[src/rtl/prng_mixer_core.sv]
// Mixed multi-channel PRNG (Galois LFSR / Rule-30 CA lanes) with warmup FSM and output FIFO.
// Optional stuck-output health monitor enabled by defining PRNG_MIXER_HEALTH_EN.

module prng_mixer_lane #(
    parameter int          N            = 32,
    parameter int          IDX          = 0,
    parameter logic [63:0] TAPS         = 64'h80200003,
    parameter logic [63:0] DEFAULT_SEED = 64'hACE1ACE1
) (
    input  logic         clk,
    input  logic         rst,
    input  logic         load,
    input  logic [N-1:0] seed,
    input  logic         adv,
    output logic [N-1:0] val
);
    localparam logic [N-1:0] INIT = DEFAULT_SEED[N-1:0] ^ N'(IDX);

    logic [N-1:0] val_q, val_d, step;

    if ((IDX % 2) == 0) begin : g_lfsr
        always_comb step = {1'b0, val_q[N-1:1]} ^ (val_q[0] ? TAPS[N-1:0] : '0);
    end else begin : g_ca
        always_comb begin
            step = '0;
            for (int j = 0; j < N; j++)
                step[j] = val_q[(j + N - 1) % N] ^ (val_q[j] | val_q[(j + 1) % N]);
        end
    end

    // A zero seed would lock both generator kinds, so it is swapped for the lane default.
    always_comb begin
        val_d = val_q;
        if (load)     val_d = (seed == '0) ? INIT : seed;
        else if (adv) val_d = step;
    end

    always_ff @(posedge clk or posedge rst) begin
        if (rst) val_q <= INIT;
        else     val_q <= val_d;
    end

    assign val = val_q;
endmodule

module prng_mixer_core #(
    parameter int          N             = 32,
    parameter int          NUM_SRC       = 4,
    parameter int          WARMUP_CYCLES = 16,
    parameter int          DEPTH         = 4,
    parameter logic [63:0] TAPS          = 64'h80200003,
    parameter logic [63:0] DEFAULT_SEED  = 64'hACE1ACE1,
    localparam int         IW            = (NUM_SRC > 1) ? $clog2(NUM_SRC) : 1
) (
    input  logic          clk,
    input  logic          rst,
    input  logic          start,
    input  logic          stop,
    input  logic          seed_valid,
    output logic          seed_ready,
    input  logic [IW-1:0] seed_idx,
    input  logic [N-1:0]  seed_data,
    output logic          out_valid,
    input  logic          out_ready,
    output logic [N-1:0]  out_data,
    output logic          busy,
    output logic          health_err
);
    localparam int AW = $clog2(DEPTH);

    typedef enum logic [1:0] {S_IDLE, S_WARMUP, S_RUN} state_t;

    state_t                    state_q, state_d;
    logic [7:0]                cnt_q, cnt_d;
    logic [AW:0]               wr_q, wr_d, rd_q, rd_d;
    logic                      busy_q, busy_d;
    logic [N-1:0]              mem [DEPTH];
    logic [NUM_SRC-1:0][N-1:0] val;
    logic [N-1:0]              mixed;
    logic                      seed_acc, pop, push, adv, flush, full, empty;

    assign seed_ready = (state_q != S_WARMUP) && !stop;
    assign seed_acc   = seed_valid && seed_ready;
    assign empty      = (wr_q == rd_q);
    assign full       = (wr_q[AW] != rd_q[AW]) && (wr_q[AW-1:0] == rd_q[AW-1:0]);
    assign out_valid  = !empty;
    assign pop        = out_valid && out_ready;
    assign push       = (state_q == S_RUN) && !stop && !seed_acc && (!full || pop);
    assign adv        = push || ((state_q == S_WARMUP) && !stop);
    assign flush      = stop || (seed_acc && (state_q == S_RUN));
    assign out_data   = empty ? '0 : mem[rd_q[AW-1:0]];
    assign busy       = busy_q;

    for (genvar i = 0; i < NUM_SRC; i++) begin : g_lane
        prng_mixer_lane #(
            .N(N), .IDX(i), .TAPS(TAPS), .DEFAULT_SEED(DEFAULT_SEED)
        ) u_lane (
            .clk  (clk),
            .rst  (rst),
            .load (seed_acc && (seed_idx == IW'(i))),
            .seed (seed_data),
            .adv  (adv),
            .val  (val[i])
        );
    end

    always_comb begin
        mixed = '0;
        for (int i = 0; i < NUM_SRC; i++) begin
            if (((3 * i) % N) == 0) mixed = mixed ^ val[i];
            else mixed = mixed ^ ((val[i] << ((3 * i) % N)) | (val[i] >> (N - ((3 * i) % N))));
        end
    end

    // The counter holds one extra cycle at zero, so the first push lands WARMUP_CYCLES+2 edges after start.
    always_comb begin
        state_d = state_q;
        cnt_d   = cnt_q;
        if (stop) begin
            state_d = S_IDLE;
        end else begin
            case (state_q)
                S_IDLE: if (start) begin
                    state_d = S_WARMUP;
                    cnt_d   = 8'(WARMUP_CYCLES);
                end
                S_WARMUP: begin
                    if (cnt_q == 8'd0) state_d = S_RUN;
                    else               cnt_d   = cnt_q - 8'd1;
                end
                S_RUN: if (seed_acc) begin
                    state_d = S_WARMUP;
                    cnt_d   = 8'(WARMUP_CYCLES);
                end
                default: state_d = S_IDLE;
            endcase
        end
        busy_d = (state_d != S_IDLE);
        wr_d   = flush ? '0 : wr_q + (push ? (AW+1)'(1) : '0);
        rd_d   = flush ? '0 : rd_q + (pop  ? (AW+1)'(1) : '0);
    end

    always_ff @(posedge clk or posedge rst) begin
        if (rst) begin
            state_q <= S_IDLE;
            cnt_q   <= '0;
            wr_q    <= '0;
            rd_q    <= '0;
            busy_q  <= 1'b0;
        end else begin
            state_q <= state_d;
            cnt_q   <= cnt_d;
            wr_q    <= wr_d;
            rd_q    <= rd_d;
            busy_q  <= busy_d;
        end
    end

    always_ff @(posedge clk) begin
        if (push) mem[wr_q[AW-1:0]] <= mixed;
    end

`ifdef PRNG_MIXER_HEALTH_EN
    logic [N-1:0] last_q, last_d;
    logic [2:0]   same_q, same_d;
    logic         have_q, have_d, err_q, err_d;

    // same_q counts repeats of last_q; seven repeats means eight identical pushes.
    always_comb begin
        last_d = last_q;
        same_d = same_q;
        have_d = have_q;
        err_d  = err_q;
        if (stop) begin
            same_d = '0;
            have_d = 1'b0;
            err_d  = 1'b0;
        end else if (push) begin
            last_d = mixed;
            have_d = 1'b1;
            if (have_q && (mixed == last_q)) begin
                if (same_q != 3'd7) same_d = same_q + 3'd1;
                if (same_q >= 3'd6) err_d = 1'b1;
            end else begin
                same_d = '0;
            end
        end
    end

    always_ff @(posedge clk or posedge rst) begin
        if (rst) begin
            last_q <= '0;
            same_q <= '0;
            have_q <= 1'b0;
            err_q  <= 1'b0;
        end else begin
            last_q <= last_d;
            same_q <= same_d;
            have_q <= have_d;
            err_q  <= err_d;
        end
    end

    assign health_err = err_q;
`else
    assign health_err = 1'b0;
`endif
endmodule

[config.mk]
export PLATFORM = sky130hd
export DESIGN_NAME = prng_mixer_core
export DESIGN_NICKNAME = d
export VERILOG_FILES = /design/src/rtl/prng_mixer_core.sv
export SDC_FILE = /design/constraint.sdc
export NUM_CORES = 1
export LEC_CHECK = 0
export CAP_MARGIN = 10
export CORE_MARGIN = 3
export CORE_UTILIZATION = 24
export DETAILED_ROUTE_END_ITERATION = 10
export PLACE_DENSITY = 0.49
export SLEW_MARGIN = 20
export SYNTH_ARGS = -nofsm -noshare
export SYNTH_HDL_FRONTEND = slang
export SYNTH_SLANG_ARGS = --single-unit
[constraint.sdc]
create_clock -name clk -period 4.55 [get_ports clk]
set_clock_uncertainty 0.1 [all_clocks]
set_input_delay 0.6825 -clock clk [delete_from_list [all_inputs] [get_ports clk]]
set_output_delay 0.6825 -clock clk [all_outputs]
set_load 0.05 [all_outputs]
==> impl_metrics.py <==
metrics = {
    "synth": {
        "synth_xor_area_share_pct": 9.06,
        "muxShareOfSynthArea_pct": 7.42,
        "synth_compound_area_share_pct": 13.6,
        "ys_ff_latch": 273,
        "yosysSeqAreaShare_pct": 55.4,
        "synth-edff-count": 128,
        "yosys_warnings": 0,
        "synth_fa_ha_area_share_pct": 0.551,
        "synth_cell_type_count": 54,
        "synth-simple-area-share_pct": 11.0,
        "async_flop_share_pct": 53.1,
        "syn-instance-count": 1087,
        "syn-num-nets": 1133,
        "synth_top_family_by_area": "compound AO/OA/AOI/OAI gates",
        "syn_avg_cell_area_um2": 12.5,
        "syn-cell-area_um2": 13600,
        "synth_ff_type": "edfxtp_1",
    },
    "setup_path": {
        "crit_arrival_ps": 3050,
        "critPathRequiredTime_ps": 3770,
        "slowest_stage": "dfrtp_2",
        "cp_max_fo": 18,
        "cp-start-kind": "flop",
        "path_cells": "buf_12 -> mux4_2 -> nor2b_1 -> clkdlybuf4s50_1",
        "end_kind": "primary output",
        "cp_slowest_stage_delay_ps": 790,
        "path_class": "flop to primary output",
    },
    "sta": {
        "rsz0062_at_grt": "false",
        "fin_tns_setup_ps": 0,
        "hold_viol": 0,
        "fin_crit_ps": 3830,
        "fin_crit_sh_pct": 84.3,
        "hold_ws_ps": 448,
        "tightest_slew_ps": 952,
        "maxSlewViolCount": 0,
        "fmax_mhz": 261,
        "setup_viol": 0,
        "relSlewSlack_pct": 36.6,
        "worst_slack_ps": 715,
    },
    "placement": {
        "place_congestion": 0.761,
        "io_buffers": 74,
        "placed_cell_area_um2": 15200,
        "place_inst": 1855,
        "pre_cts_ws_ps": 1170,
        "dp_hpwl_um": 25200,
    },
    "grt": {
        "overflow": 0,
        "grt_pass1_wl_um": 60400,
        "grt_pass1_vias": 9250,
        "globalRouteTotalUtil_pct": 13.0,
        "grt_max_degree": 146,
        "antenna_found_initial": 0,
    },
    "pwr": {
        "power_density_nw_per_um2": 701,
        "irDropWorstVdd_v": 0.000341,
        "leakage_nw": 5.54,
        "power.total_mw": 11.3,
    },
    "job": {
        "drv_cap": 0,
    },
    "clock_tree": {
        "htreeDepth": 1,
        "cts_tree": "built",
        "cts_buffer_depth": 3,
        "cts_resized": 0,
        "cts_setup_buffers": 0,
        "ctsHoldBuffers": 0,
        "cts_sinks": 273,
        "numCtsBuffers": 31,
        "clk_pin_slew_worst_paths_ps": 60,
        "insertion_delay_ps": 580,
        "clock-root-buffer": "clkbuf_16",
    },
    "drt": {
        "ant_nets": 0,
        "first_pass_iters": 5,
        "drc_errors": 0,
        "first_iter_violations": 815,
        "vias": 9182,
        "avgViaCountPerCell": 4.80,
        "wl_per_cell_um": 20.5,
        "finalWirelength_um": 39200,
    },
    "floorplan": {
        "num_io_pins": 76,
        "core_um2": 55600,
        "num_rows": 86,
        "start_util_pct": 24.5,
        "dieArea_um2": 59700,
        "die_y_um": 244,
        "die_x_um": 244,
    },
    "finish": {
        "insertedDiodeCount": 0,
        "stdcell_count": 1913,
        "drive_above_1_share_pct": 19.1,
        "final_util_pct": 29.1,
        "final_nets": 1186,
        "stdcell_area_um2": 16200,
        "mostFrequentLayoutCells": "edfxtp_1, xnor2_1, dfrtp_1, clkdlybuf4s50_1, dfstp_2",
        "area_growth_pct": 18.6,
        "final_common_cell": "edfxtp_1",
    },
    "worst_hold_path": {
        "min_path_type": "flop to flop",
    },
    "outcome": {
        "status": "finished, final reports clean",
    },
}
cell usage after synthesis (12+ instances only):
master,number,share of area (%)
edfxtp_1,128,28
xnor2_1,103,6.6
dfrtp_1,81,15
dfstp_2,64,12
nor2_1,61,1.7
clkbuf_1,44,1.2
xor2_1,38,2.4
a21oi_1,37,1.4
o21ai_0,37,1.4
nand2_1,36,0.99
nor2b_1,34,1.6
and3_1,33,1.5
mux4_2,32,5.3
or3_1,31,1.4
a221o_1,30,2.2
a2bb2oi_1,30,1.9
mux2i_1,29,2.1
o221a_2,28,2.3
o211ai_1,23,1.3
buf_2,19,0.70
nand2b_1,19,0.87
o31ai_1,17,0.94
o22ai_1,16,0.73
or2_2,16,0.73
nor4_1,12,0.55
kinds of logic after synthesis:
group,after synthesis
AOI/OAI and AO/OA,243
xor gates and xnor gates,141
adders and majority gates,6
buffers and inverters,85
DFF,273
muxes,61
other,1
and+or+nand+nor,277
power breakdown:
group	switching (mW)	internal (mW)	leakage [nW]
logic	2.15	1.72	2.25
clock network	1.05	1.34	0.468
registers	0.929	4.15	2.82
total	4.12	7.22	5.54
worst paths after layout:
kind,from,endpoint,slack (ps),cells after the start
min,cnt_q[3]$_DFFE_PP0P_,cnt_q[3]$_DFFE_PP0P_,450,1
min reg2reg,cnt_q[3]$_DFFE_PP0P_,cnt_q[3]$_DFFE_PP0P_,450,1
max reg2reg,rd_q[0]$_DFF_PP0_,g_lane[0].u_lane.val[9]$_DFFE_PP0P_,1560,6
max,rd_q[0]$_DFF_PP0_,out_data[10],720,4
min in group asynchronous,rst,g_lane[2].u_lane.val[19]$_DFFE_PP0P_,560,3
max in group asynchronous,rst,rd_q[0]$_DFF_PP0_,3060,3
worst max-delay path, delay by kind of cell (launching register included):
family,cells,cell delay [ps]
muxes,1,530
and+or+nand+nor,1,150
buffers and inverters,2,990
DFF,1,790
per-layer routing:
layer	GRT usage, %	share of wire (%)	vias up	wire (µm)
met4	2.62	1.5	0	569
met1	18.5	47	4734	18300
met3	2.02	4.9	38	1940
met5	0	0	-	0
li1	-	-	4184	-
met2	20.9	47	226	18400
layout make-up:
cell class	count	area, µm²
multi-input combinational	729	5740
clock inverter	18	131
fill	5683	39500
tap	748	936
timing repair buffer	95	936
sequential	273	7550
clock buffer	40	830
inverter	10	41.3
sequential cells by signal (all words and copies together) (netlist names):
| register | cells |
|---|---|
| g_lane.u_lane.val | 128 |
| state_q | 2 |
| busy | 1 |
| mem | 128 |
| rd_q | 3 |
| wr_q | 3 |
| cnt_q | 8 |
Power figures use the tool's default switching activity.
